**config.mk**
```make
export PLATFORM = sky130hd
export DESIGN_NAME = telemetry_framer_flat
export DESIGN_NICKNAME = d
export VERILOG_FILES = /design/src/rtl/telemetry_framer_if.sv /design/src/rtl/telemetry_framer.sv /design/src/flat_wrapper.sv
export SDC_FILE = /design/constraint.sdc
export NUM_CORES = 1
export LEC_CHECK = 0
export ABC_AREA = 1
export CAP_MARGIN = 20
export CELL_PAD_IN_SITES_DETAIL_PLACEMENT = 1
export CELL_PAD_IN_SITES_GLOBAL_PLACEMENT = 1
export CORE_UTILIZATION = 35
export CTS_BUF_LIST = sky130_fd_sc_hd__clkbuf_8
export DETAILED_ROUTE_END_ITERATION = 7
export GPL_TIMING_DRIVEN = 1
export PLACE_DENSITY_LB_ADDON = 0.1
export REMOVE_ABC_BUFFERS = 1
export SETUP_SLACK_MARGIN = 0.05
export SLEW_MARGIN = 20
export SYNTH_ARGS = -nofsm -noshare
export SYNTH_HDL_FRONTEND = slang
export SYNTH_SLANG_ARGS = --single-unit
```
**constraint.sdc**
```tcl
create_clock -name Clock -period 2.8 [get_ports Clock]
set_input_delay 0.56 -clock Clock [delete_from_list [all_inputs] [get_ports Clock]]
set_output_delay 0.56 -clock Clock [all_outputs]
set_load 0.005 [all_outputs]
```
**src/rtl/telemetry_framer_if.sv**
```systemverilog
// rtl/telemetry_framer_if.sv - byte-transmitter handshake between the framer and a UART
// Signals:
//   uart_ready : transmitter can accept a byte (transmitter -> framer)
//   uart_trig  : one-cycle byte-load strobe (framer -> transmitter)
//   uart_data  : byte to transmit, valid while uart_trig=1 (framer -> transmitter)
//   uart_fini  : transmitter finished the current byte (transmitter -> framer)
// Modports: master = framer side, slave = transmitter side.
interface telemetry_framer_if;
    logic       uart_ready;
    logic       uart_trig;
    logic [7:0] uart_data;
    logic       uart_fini;

    modport master (
        input  uart_ready,
        input  uart_fini,
        output uart_trig,
        output uart_data
    );

    modport slave (
        output uart_ready,
        output uart_fini,
        input  uart_trig,
        input  uart_data
    );
endinterface

```
**src/rtl/telemetry_framer.sv**
```systemverilog
// rtl/telemetry_framer.sv - frames a latched payload as HEADER, [SEQ], payload bytes, checksum over a byte UART
// Optional feature: define TELEMETRY_FRAMER_SEQ_EN to insert an 8-bit sequence byte after HEADER.
// Parameters: NBYTES (payload bytes, 1..64), HEADER (start byte), CKSUM_MODE (0 = XOR, 1 = 8-bit sum).
// Ports:
//   Clock   : rising-edge clock
//   Reset   : asynchronous active-high reset
//   start   : frame request, sampled only while ready=1
//   payload : 8*NBYTES bits, byte 0 in the MSBs, sent first
//   ready   : idle and able to accept start
//   done    : one-cycle pulse after the last byte completes
//   uart    : transmitter handshake (uart_ready/uart_trig/uart_data/uart_fini)
module telemetry_framer #(
    parameter int         NBYTES     = 10,
    parameter logic [7:0] HEADER     = 8'h5A,
    parameter int         CKSUM_MODE = 0
) (
    input  logic                Clock,
    input  logic                Reset,
    input  logic                start,
    input  logic [8*NBYTES-1:0] payload,
    output logic                ready,
    output logic                done,
    telemetry_framer_if.master  uart
);

`ifdef TELEMETRY_FRAMER_SEQ_EN
    localparam int SEQ_LEN = 1;
`else
    localparam int SEQ_LEN = 0;
`endif
    localparam int FIRST_PAY = 1 + SEQ_LEN;
    localparam int FRAME_LEN = NBYTES + 2 + SEQ_LEN;
    localparam int IDX_W     = $clog2(NBYTES + 3);

    localparam logic [IDX_W-1:0] PAY_BEGIN = IDX_W'(FIRST_PAY);
    localparam logic [IDX_W-1:0] PAY_END   = IDX_W'(FIRST_PAY + NBYTES);
    localparam logic [IDX_W-1:0] LAST_IDX  = IDX_W'(FRAME_LEN - 1);

    typedef enum logic [2:0] {IDLE, WAIT_RDY, TRIG, WAIT_FINI, DONE} state_t;

    state_t              state;
    state_t              state_nxt;
    logic [IDX_W-1:0]    idx;
    logic [7:0]          acc;
    logic [8*NBYTES-1:0] pay_q;
    logic [7:0]          cur_byte;
    logic [7:0]          folded;
`ifdef TELEMETRY_FRAMER_SEQ_EN
    logic [7:0]          seq_q;
`endif

    // The payload buffer shifts left after each payload byte, so the byte
    // being sent is always the top byte of the buffer.
    always_comb begin
        cur_byte = acc;
        if (idx == '0) begin
            cur_byte = HEADER;
        end
`ifdef TELEMETRY_FRAMER_SEQ_EN
        else if (idx == IDX_W'(1)) begin
            cur_byte = seq_q;
        end
`endif
        else if (idx < PAY_END) begin
            cur_byte = pay_q[8*NBYTES-1 -: 8];
        end
    end

    assign folded = (CKSUM_MODE == 1) ? (acc + cur_byte) : (acc ^ cur_byte);

    always_ff @(posedge Clock or posedge Reset) begin
        if (Reset) begin
            state <= IDLE;
        end else begin
            state <= state_nxt;
        end
    end

    // Outputs decode from the state register only, so Reset forces them
    // without waiting for a clock edge.
    always_comb begin
        state_nxt      = state;
        ready          = 1'b0;
        done           = 1'b0;
        uart.uart_trig = 1'b0;
        uart.uart_data = 8'h00;
        case (state)
            IDLE: begin
                ready = 1'b1;
                if (start) begin
                    state_nxt = WAIT_RDY;
                end
            end
            WAIT_RDY: begin
                if (uart.uart_ready) begin
                    state_nxt = TRIG;
                end
            end
            TRIG: begin
                uart.uart_trig = 1'b1;
                uart.uart_data = cur_byte;
                state_nxt      = WAIT_FINI;
            end
            WAIT_FINI: begin
                // uart_ready is not looked at here, so a ready/fini overlap
                // still costs a pass through WAIT_RDY before the next trig.
                if (uart.uart_fini) begin
                    state_nxt = (idx == LAST_IDX) ? DONE : WAIT_RDY;
                end
            end
            DONE: begin
                done      = 1'b1;
                state_nxt = IDLE;
            end
            default: begin
                state_nxt = IDLE;
            end
        endcase
    end

    always_ff @(posedge Clock or posedge Reset) begin
        if (Reset) begin
            idx   <= '0;
            acc   <= 8'h00;
            pay_q <= '0;
`ifdef TELEMETRY_FRAMER_SEQ_EN
            seq_q <= 8'h00;
`endif
        end else begin
            case (state)
                IDLE: begin
                    if (start) begin
                        pay_q <= payload;
                        acc   <= 8'h00;
                        idx   <= '0;
                    end
                end
                TRIG: begin
                    acc <= folded;
                end
                WAIT_FINI: begin
                    if (uart.uart_fini) begin
                        if (idx != LAST_IDX) begin
                            idx <= idx + IDX_W'(1);
                        end
                        if (idx >= PAY_BEGIN && idx < PAY_END) begin
                            pay_q <= pay_q << 8;
                        end
                    end
                end
                DONE: begin
`ifdef TELEMETRY_FRAMER_SEQ_EN
                    seq_q <= seq_q + 8'h01;
`endif
                end
                default: begin
                end
            endcase
        end
    end

endmodule

```
**src/flat_wrapper.sv**
```systemverilog
// flat-port wrapper written by rule: the top's interface ports become plain ports
module telemetry_framer_flat 
#(
    parameter int         NBYTES     = 10,
    parameter logic [7:0] HEADER     = 8'h5A,
    parameter int         CKSUM_MODE = 0
)
  (Clock, Reset, start, payload, ready, done, uart_uart_ready, uart_uart_fini, uart_uart_trig, uart_uart_data);
  telemetry_framer_if uart_i ();
  input  logic Clock;
  input  logic Reset;
  input  logic start;
  input  logic [8*NBYTES-1:0] payload;
  output logic ready;
  output logic done;
  input wire logic [$bits(uart_i.uart_ready)-1:0] uart_uart_ready;
  input wire logic [$bits(uart_i.uart_fini)-1:0] uart_uart_fini;
  output wire logic [$bits(uart_i.uart_trig)-1:0] uart_uart_trig;
  output wire logic [$bits(uart_i.uart_data)-1:0] uart_uart_data;
  assign uart_i.uart_ready = uart_uart_ready;
  assign uart_i.uart_fini = uart_uart_fini;
  assign uart_uart_trig = uart_i.uart_trig;
  assign uart_uart_data = uart_i.uart_data;
  telemetry_framer #(.NBYTES(NBYTES), .HEADER(HEADER), .CKSUM_MODE(CKSUM_MODE)) u_core (.Clock(Clock), .Reset(Reset), .start(start), .payload(payload), .ready(ready), .done(done), .uart(uart_i));
endmodule
```
==> Word level (Yosys, flattened, before mapping) <==
Cells that the tools add are included.
W data, S select, Z words.
{ "word_totals": {"ff_bits": 95, "output_inout_bits": 11} }
{ "classes": {"add_sub_neg": 1, "magnitude_cmp": 2, "eq_ne": 11, "n_mux": 21, "bitwise_logic": 1, "reduce_logical": 9} }
{ "op_table": {"columns": ["op", "n"], "rows": [
  ["$mux W80", 3],
  ["$pmux W80 S2", 1],
  ["$mux W8", 4],
  ["$pmux W8 S2", 1],
  ["$mux W3", 4],
  ["$mux W4", 3],
  ["$pmux W3 S4", 1],
  ["$pmux W4 S2", 1],
  ["$reduce_and A4 Y1", 2],
  ["$xor A8 B8 Y8", 1],
  ["$eq A3 B2 Y1 const B", 2],
  ["$ne A2 B2 Y1 const B", 3],
  ["$add A4 B1 Y4 const B", 1],
  ["$eq A4 B4 Y1 const B", 1],
  ["$ge A4 B1 Y1 const B", 1],
  ["$logic_not A4 Y1", 1],
  ["$lt A4 B4 Y1 const B", 1],
  ["$ne A2 B1 Y1 const B", 2],
  ["$ne A4 B4 Y1 const B", 1],
  ["$reduce_bool A2 Y1", 2],
  ["$eq A3 B1 Y1 const B", 1],
  ["$eq A3 B3 Y1 const B", 1],
  ["$logic_not A3 Y1", 1],
  ["$mux W1", 3],
  ["other kinds (3)", 3]
]} }

==> Longest topological paths before layout <==
Gate-level depths: netlist of the first run.
{ "logic_depth": {"ltp_word": 5, "depth_mapped": 10, "ltp_nobuf": 9} }

==> Worst setup path before layout of the first run <==
Ideal clock, no wire load.
{ "synth_timing": {"kind": "reg2out", "start": "reg u_core.idx[0]", "end": "out uart_uart_data[0]", "arrival_ps": 1241, "required_ps": 2240, "path_slack_ps": 999, "path_stages_with_launch": 8, "n_path_buf": 0, "cell_sequence": "dfrtp_1 -> inv_1 -> ha_1 -> nand2_1 -> inv_1 -> nor2_2 -> o211ai_1 -> nand2_1"} }
{ "synth_between": {"elab_chain_len": 4} }
{ "synth_rtl": {"columns": ["element", "line_no", "rtl"], "rows": [
  ["from (decl)", "telemetry_framer.sv:43", "logic [IDX_W-1:0] idx;"],
  ["from (signal assigned)", "telemetry_framer.sv:144", "idx <= idx + IDX_W'(1);"],
  ["$lt A4 B4 Y1", "telemetry_framer.sv:64", "else if (idx < PAY_END) begin"],
  ["$mux W8", "telemetry_framer.sv:64", null],
  ["$mux W8 (*)", "telemetry_framer.sv:56", "if (idx == '0) begin"],
  ["$mux W8 (*)", "telemetry_framer.sv:87", "case (state)"],
  ["to (decl)", "flat_wrapper.sv:19", "output wire logic [$bits(uart_i.uart_data)-1:0] uart_uart_data;"]
]} }
Every way passes the cells marked *; elsewhere a longest branch is shown, timed or not.

==> Worst setup path in the final report of the first run <==
{ "layout_timing": {"start": "reg u_core.state[0]", "end": "out uart_uart_data[5]"} }
{ "layout_between": {"elab_chain_len": 2} }
{ "layout_rtl": {"columns": ["element", "line_no", "rtl"], "rows": [
  ["from (decl)", "telemetry_framer.sv:41", "state_t state;"],
  ["from (signal assigned)", "telemetry_framer.sv:75", "state <= state_nxt;"],
  ["$eq A3 B2 Y1", "telemetry_framer.sv:87", null],
  ["$mux W8", "telemetry_framer.sv:87", null]
]} }
Every way passes these cells.

==> results.txt, run 1 <==
The path with the worst hold slack has its endpoint at u_core.pay_q[40]. The highest achievable clock rate came out at 376 MHz. The clock period minus worst slack came out at 2660 ps.

Total power after layout: 6.41 mW. Setup slack on the worst reg-to-reg path comes out at 500 ps. TritonCTS built the clock tree. In this run, post-CTS hold repair placed 0 buffers. The clock edge transition at the registers on the reported setup and hold paths is 90 ps, and the area share of the leading cell type in the synthesized netlist is 0.465. The proportion of layout cells with a drive suffix above 1 works out to 0.0670. Of all cell types, the one taking the most synthesized area is sky130_fd_sc_hd__dfrtp_1. VDD sags by at most 0.494 mV. By area the synthesized netlist is led by sky130_fd_sc_hd__dfrtp_1 46%, sky130_fd_sc_hd__nand2_1 32%, sky130_fd_sc_hd__nand3_1 8.6%. The run gives 733 as the cell count after synthesis. For the total global-route track usage, the log shows 0.201.

The logs give 0 for the number of failing hold endpoints at the final stage and 2 for the maximum buffer depth of the clock tree. Setup repair after global routing could not meet its margin everywhere. The class of the most critical hold timing path was reg2reg. The logs give 2240 ps for the data required time at the worst endpoint and 23,800 um for the global-route wire length before repair. The buffer type at the clock tree root is sky130_fd_sc_hd__clkbuf_8. Leading cell type in the layout, fill and taps excluded: sky130_fd_sc_hd__nand2_1. The slowest stage of the critical path belongs to the cell sky130_fd_sc_hd__clkdlybuf4s50_1.

The critical path buffer and inverter count is 1. The CTS H-tree depth was 3; the clock sink count was 95. The fraction of the yosys area taken by sequential cells is 0.465.

For the final database, setup skew stands at 11.1 ps. The horizontal extent of the die came out at 123 um. The tools report the end of the worst register-to-register path as u_core.pay_q[43]. Using the TritonRoute via totals, the vias-per-cell ratio works out to 4.86. The worst setup path is captured at a primary output. The logs give 0.363 for the starting density of the core and 0 for the total setup violations reported at the end of the flow. The run gives 6160 sq um as the cell area after placement. Of all nets on the critical path, the largest fanout is 8.

Leaving out fill and tap cells, the most frequent cells in the layout are 438 x sky130_fd_sc_hd__nand2_1, 91 x sky130_fd_sc_hd__clkdlybuf4s50_1, 91 x sky130_fd_sc_hd__dfrtp_1. For this run, the number of Yosys warnings is 0. Cell class contributing the biggest share of worst-path delay: simple AND/OR/NAND/NOR gates.

The run gives 0 as the remaining global-route overflow. The count of unresolved DRC violations after routing was 0; the routed wire length was 14,300 um. The period utilization works out to 0.950. The routability-driven placement congestion ratio is 0.822. Launch point of the worst hold path: u_core.pay_q[40]. Each instance of the synthesized netlist takes up on average 6.98 sq um. Hold path depth: 2. The run gives 3.58 nW as the static leakage. The net count of the finished layout is 904.

The number of max-cap violations came out at 0. The initialized floorplan defines 43 standard-cell rows. The tools report the launch instance of the worst register-to-register path as u_core.idx[1]. Y dimension of the die: 123 um. With fillers left out, the area of the finished cells amounts to 6480 sq um. The critical path is of the reg2out type. 96 I/O pins were placed. For the worst setup path, the data arrival time is 2100 ps.

The library cell appearing most often on the critical path is sky130_fd_sc_hd__nand2_1. The final route contains 4,865 vias. The core occupancy in the finished layout came out at 0.460.

The floorplan step defined a die boundary enclosing 15,100 sq um. The final count of pins violating max slew was 0; the average detailed-routed wire length per instance was 14.3 um. The signed area change from the synthesized netlist to the final layout is 26.6%, and the worst slew slack as a fraction of its limit is 0.572. The run gives 14,100 sq um as the total core area. The DRC marker count from the first detailed-route iteration came out at 214. Across all hold checks on the routed design, the worst slack comes to 477 ps.

The run gives 0 as the initial antenna violation count. The logs give 5,038 for the via count of the first global-routing pass and 26 for the count of different cell masters after synthesis. In this run the power density over the cells is 989 nW/um^2. Traced cell by cell, the critical path runs through nor2_2 -> nand2_1 -> nor2_4 -> o211ai_1 -> nand2_1 -> clkdlybuf4s50_1.

The logs give 9010 um for the detailed placer's ending HPWL and 5120 sq um for the netlist area before placement. The tools report the number of clock buffers inserted by TritonCTS as 9. The detail route stage leaves a number of antenna-violating nets equal to 0. At the later pin of the worst-skew pair, clock insertion delay measures 380 ps. In this run, synthesis produced a sequential element count of 95. The delay of the slowest cell on the worst path was 490 ps; the number of antenna cells inserted was 0.

The run finished with clean final reports. The worst reg-to-reg path cell count works out to 10. Entering global routing, the biggest net connects 81 pins. The run gives 4 as the first-pass iteration count of the detailed router.

The most critical setup path has its startpoint at u_core.state[0]. Input and output buffers added on the ports amount to 95. For the pin with the worst max-slew slack, the measured transition is 642 ps. Critical path startpoint category: a flop.
==> metal layers <==
metal | vias to the layer above | wire [um] | part of all wire | track usage
met2 | 70 | 6960 | 0.49 | 0.346
li1 | 2430 | - | - | -
met3 | 14 | 406 | 0.028 | 0.0314
met4 | 0 | 203 | 0.014 | 0.0747
met5 | - | 0 | 0 | 0
met1 | 2351 | 6730 | 0.47 | 0.255
==> how the worst max path moves through the flow <==
| stage | end | cells after the start |
|---|---|---|
| after floorplan | u_core.acc[0] | 1 |
| after global placement | uart_uart_data[6] | 8 |
| after detailed placement | uart_uart_data[1] | 8 |
| after CTS | uart_uart_data[2] | 8 |
| after global routing | uart_uart_data[5] | 8 |
| final | uart_uart_data[5] | 6 |
==> what timing repair did <==
item | 4_1_cts | 5_1_grt
buffers inserted | 1 | 7
setup endpoints to repair | 8 | 8
pin swaps | 0 | 7
gates resized for setup | 6 | 17
==> metrics by stage <==
| step | std cells | setup WS [ps] | setup TNS (ps) |
|---|---|---|---|
| final | 1001 | 140 | 0 |
| after global routing | 1001 | -26.2 | -45.9 |
| after CTS | 994 | 52.8 | 0 |
| after detailed placement | 977 | 241 | 0 |
| after global placement | 977 | 371 | 0 |
| after floorplan | 693 | -237 | -22520 |
==> synth_stat cells <==
cell type,count
sky130_fd_sc_hd__nand2_8,1
sky130_fd_sc_hd__nand4_1,8
sky130_fd_sc_hd__inv_1,25
sky130_fd_sc_hd__nand2_1,440
sky130_fd_sc_hd__buf_4,1
sky130_fd_sc_hd__clkbuf_2,1
sky130_fd_sc_hd__a21boi_0,1
sky130_fd_sc_hd__nor2_1,10
sky130_fd_sc_hd__buf_1,2
sky130_fd_sc_hd__inv_2,2
sky130_fd_sc_hd__nand3_2,1
sky130_fd_sc_hd__buf_2,28
sky130_fd_sc_hd__nor3_1,3
sky130_fd_sc_hd__o211ai_1,4
sky130_fd_sc_hd__nor2_2,1
sky130_fd_sc_hd__nand2_2,2
sky130_fd_sc_hd__buf_6,8
sky130_fd_sc_hd__nand3b_1,4
sky130_fd_sc_hd__dfrtp_1,95
sky130_fd_sc_hd__xor2_1,1
sky130_fd_sc_hd__nand2_4,1
sky130_fd_sc_hd__clkinv_1,1
sky130_fd_sc_hd__ha_1,3
sky130_fd_sc_hd__o21ai_0,1
sky130_fd_sc_hd__nand3_1,88
sky130_fd_sc_hd__nor2_4,1
==> worst min-delay path: cells and delay by family (launching register included) <==
family,cells,cell delay [ps]
flops,1,350
simple gates,2,90
==> state kept, by name, indices dropped and copies added (netlist names) <==
register and flops:
u_core.acc 8, u_core.idx 4, u_core.pay_q 80, u_core.state 3
==> area by class of cell <==
type                    count  area, sq um
flip-flops and latches     95         2380
repair buffers            112         1140
fillers                  1803         7620
multi-input cells         570         2450
clock inverters             5         25.0
clock buffers              11          151
inverters                  28          108
well taps                 180          225
==> kinds of logic (layout without fill, tap and decap cells) <==
group                    Yosys count  in the layout  share of synthesized area
XOR/XNOR                           1              1                    0.00171
flip-flops                        95             95                      0.465
buffers and inverters             68            156                     0.0694
adder cells (fa/ha/maj)            3              3                    0.00734
AO/OA/AOI/OAI                      6              6                    0.00831
AND/OR/NAND/NOR                  560            560                      0.449
==> power breakdown <==
part / internal (mW) / leakage, nW / switching, mW / total (mW)
sequential: 1.97 / 1.20 / 0.342 / 2.31
clock: 0.363 / 0.0977 / 0.501 / 0.864
combinational: 1.09 / 2.28 / 2.15 / 3.23
total: 3.42 / 3.58 / 2.99 / 6.41
No activity file was read; power rests on OpenSTA's default activity.
==> run 2, diff against run 1 <==
--- a/config.mk
+++ b/config.mk
@@ -9,7 +9,7 @@
 export CAP_MARGIN = 20
 export CELL_PAD_IN_SITES_DETAIL_PLACEMENT = 1
 export CELL_PAD_IN_SITES_GLOBAL_PLACEMENT = 1
-export CORE_UTILIZATION = 35
+export CORE_UTILIZATION = 41
 export CTS_BUF_LIST = sky130_fd_sc_hd__clkbuf_8
 export DETAILED_ROUTE_END_ITERATION = 7
 export GPL_TIMING_DRIVEN = 1
==> constraint.sdc (replaced) <==
create_clock -name Clock -period 3.1 [get_ports Clock]
set_input_delay 0.62 -clock Clock [delete_from_list [all_inputs] [get_ports Clock]]
set_output_delay 0.62 -clock Clock [all_outputs]
set_load 0.005 [all_outputs]
==> run 2 against run 1 <==
Die area fell by 14%. Critical path type unchanged. Clock power fell by 19%. Sequential power fell by 9.5%. Final cell count fell by 2.0%. Register-to-register slack improved by 250 ps. Sequential share of layout area rose by 1.1 points. Core utilization rose by 5.9 points. Wire length fell by 4.0%. First-iteration DRC count rose by 8.4%. Largest cell class unchanged. Clock skew barely moved. Non-clock buffer count fell by 6.
==> results.txt, run 2 (same netlist as run 1, synthesis figures left out) <==
The period utilization came out at 0.922. The final layout net count is 898 (-0.66%), and the cell area after placement is 6110 sq um (-0.73%). The run gives 0 (unchanged) as the number of antenna-violating nets in the routed design. The tools report the worst-case setup slack after placement as 496 ps (+255 ps). The cell area after layout was 6280 sq um (-3.1%); the detailed placer's ending HPWL was 9170 um (+1.8%). The power per cell area came out at 889 nW/um^2 (-10%). The startpoint identified for the worst register-to-register timing path is u_core.idx[0]. The flip-flop count of the largest register after layout is 80 (unchanged), and the routed wire length is 13,700 um (-4.0%). The number of vias per cell works out to 4.95 (+1.9%). The clock network latency to the later pin of the worst-skew pair is 380 ps (about the same). The pin slew with the least headroom to its limit was 624 ps (-17.7 ps). The setup slack of the worst register-to-register path was 750 ps (+250 ps).

The largest registers in the layout are u_core.pay_q (80), u_core.acc (8), u_core.idx (4). The terminating pin of the worst hold path was u_core.pay_q[35]. The horizontal extent of the die is 114 um (-7.5%).

Highest achievable clock rate: 350 MHz. The tools report the DRC marker count from the first detailed-route iteration as 232 (+8.4%). The total number of vias came out at 4,857 (-0.16%). The proportion of layout cells with a drive suffix above 1 is 0.0394 (-0.0276). The run gives 12,100 sq um (-14%) as the total core area. The total setup violations reported at the end of the flow was 0 (unchanged). For the final count of pins violating max slew, the log shows 0 (unchanged). Leading cell type in the layout, fill and taps excluded: sky130_fd_sc_hd__nand2_1. Global-route wire length before repair: 23,700 um (-0.81%). The run gives 96 (unchanged) as the number of ports placed on the die boundary.

Clock edge transition at the registers on the reported setup and hold paths: 90 ps (about the same). Count of unresolved DRC violations after routing: 0 (unchanged). By startpoint and endpoint, the worst setup path is classified as reg2out. The logs give 473 ps (-4.15 ps) for the final hold slack and 10.8 ps (-0.326 ps) for the clock skew after layout. For the largest net degree at the start of global routing, the log shows 81 (unchanged).

Setup repair after global routing left no endpoint under its margin. The min-delay analysis places its worst path in the category reg2reg. The run gives 0.232 (+0.0307) as the total global-route track usage. The run gives 0 (unchanged) as the number of antenna cells inserted. The quantity of I/O buffers inserted on ports is 95 (unchanged). The initial antenna violation count is 0 (unchanged). The worst slew slack as a fraction of its limit came out at 0.584 (+0.0118). The hold path depth is 2 (unchanged). The maximum buffer depth of the clock tree came out at 2 (unchanged). The average detailed-routed wire length per instance came out at 14.0 um (-2.0%). The CTS H-tree depth was 3 (unchanged). The run gives 3.44 nW (-3.9%) as the static leakage.

The first-pass iteration count of the detailed router came out at 5 (+1). The startpoint identified for the worst hold timing path is u_core.pay_q[35]. The total negative slack for setup checks is 0 ps (unchanged), and the remaining global-route overflow is 0 (unchanged). The run gives 0.423 (+0.0595) as the starting density of the core. The end of the worst register-to-register path was u_core.pay_q[62].

For the via count of the first global-routing pass, the log shows 5,127 (+1.8%). Ranked by flip-flop count, first place goes to u_core.pay_q. The worst setup path is launched from a flop. The peak fanout along the critical path came out at 8 (unchanged). The worst path arrival time is 2240 ps (+140 ps). The die footprint was 12,900 sq um (-14%); the y dimension of the die was 114 um (-7.5%).

The number of max-cap violations is 0 (unchanged). The peak supply drop is 0.399 mV (-19%). The number of clock buffers inserted by TritonCTS is 9 (unchanged).

In the layout the commonest cells are 440 x sky130_fd_sc_hd__nand2_1, 95 x sky130_fd_sc_hd__clkdlybuf4s50_1, 95 x sky130_fd_sc_hd__dfrtp_1. For the data required time at the worst endpoint, the log shows 2480 ps (+240 ps). The endpoint kind of the worst setup timing path is a primary output. The run gives 40 (-7.0%) as the number of core rows. Routability-driven placement congestion ratio: 0.782 (-4.9%). The tools report the clock sink count as 95 (unchanged). The run finished with clean final reports. The run gives 0 (unchanged) as the number of failing hold endpoints at the final stage. The worst reg-to-reg path cell count works out to 9 (-1).

TritonCTS built the clock tree. The worst path needs 2860 ps of the cycle, external delays included. In this run the clock root is driven by a sky130_fd_sc_hd__clkbuf_8.

The final worst setup slack came out at 243 ps (+103 ps). The area growth from synthesis to layout is 22.7%.
run 2: cell types whose count changed in the layout (fill, tap and decap cells not counted), moves of 4 or more:
cell / change
sky130_fd_sc_hd__inv_1: +4
sky130_fd_sc_hd__buf_12: -4
sky130_fd_sc_hd__dlymetal6s2s_1: -4
sky130_fd_sc_hd__dfrtp_1: +4
sky130_fd_sc_hd__clkdlybuf4s50_1: +4
sky130_fd_sc_hd__dfrtp_2: -4
run 2: layer usage:
layer	global-route usage	part of all wire	vias to the layer above
li1	-	-	2417
met1	0.284	0.45	2352
met2	0.419	0.51	75
met3	0.0377	0.028	13
met4	0.0702	0.014	0
met5	0	0	-
run 2: where the power goes:
part	switching, mW	total [mW]	internal [mW]
registers	0.311	2.09	1.78
logic	1.90	2.80	0.901
clock network	0.425	0.697	0.272
total	2.63	5.58	2.95
run 2: how the worst max path moves through the flow:
stage	from	slack, ps	to
final	u_core.state[0]	240	uart_uart_data[5]
after global routing	u_core.idx[0]	60	uart_uart_data[4]
after CTS	u_core.idx[0]	60	uart_uart_data[3]
after detailed placement	u_core.idx[0]	500	uart_uart_data[3]
after global placement	u_core.idx[0]	590	uart_uart_data[3]
after floorplan	Reset	3	u_core.acc[0]
run 2: final cells by class:
type,count,area [sq um]
Inverter,28,108
Sequential cell,95,2380
Multi-Input combinational cell,570,2400
Clock inverter,5,22.5
Tap cell,168,210
Timing Repair Buffer,106,1030
Clock buffer,9,124
Fill cell,1595,5830
run 2: repair_timing:
item,CTS,global route
setup buffers,0,1
resized for setup,0,3
setup endpoints to repair,0,8
hold buffers,0,0
run 2: worst max-delay path, cell delays in order (launching register included):
cell and delay [ps]:
sky130_fd_sc_hd__dfrtp_1 450, sky130_fd_sc_hd__nor2_1 270, sky130_fd_sc_hd__nand2_1 190, sky130_fd_sc_hd__nor2_4 230, sky130_fd_sc_hd__o211ai_1 150, sky130_fd_sc_hd__nand2_1 80, sky130_fd_sc_hd__clkdlybuf4s50_1 490
run 2: stage by stage:
stage	util	total power, mW	instances
5_1_grt	0.518	6.15	981
4_1_cts	0.517	5.66	980
6_report	0.518	5.58	981
3_3_place_gp	0.505	4.78	966
3_5_place_dp	0.505	4.95	966
2_1_floorplan	-	3.96	693
==> run 3, diff against run 2 <==
--- a/config.mk
+++ b/config.mk
@@ -13,10 +13,10 @@
 export CTS_BUF_LIST = sky130_fd_sc_hd__clkbuf_8
 export DETAILED_ROUTE_END_ITERATION = 7
 export GPL_TIMING_DRIVEN = 1
+export HOLD_SLACK_MARGIN = 0.05
 export PLACE_DENSITY_LB_ADDON = 0.1
 export REMOVE_ABC_BUFFERS = 1
 export SETUP_SLACK_MARGIN = 0.05
-export SLEW_MARGIN = 20
 export SYNTH_ARGS = -nofsm -noshare
 export SYNTH_HDL_FRONTEND = slang
 export SYNTH_SLANG_ARGS = --single-unit
==> results of run 3 <==
Same layout as run 2: the final DEF is identical, and so are final timing and power.
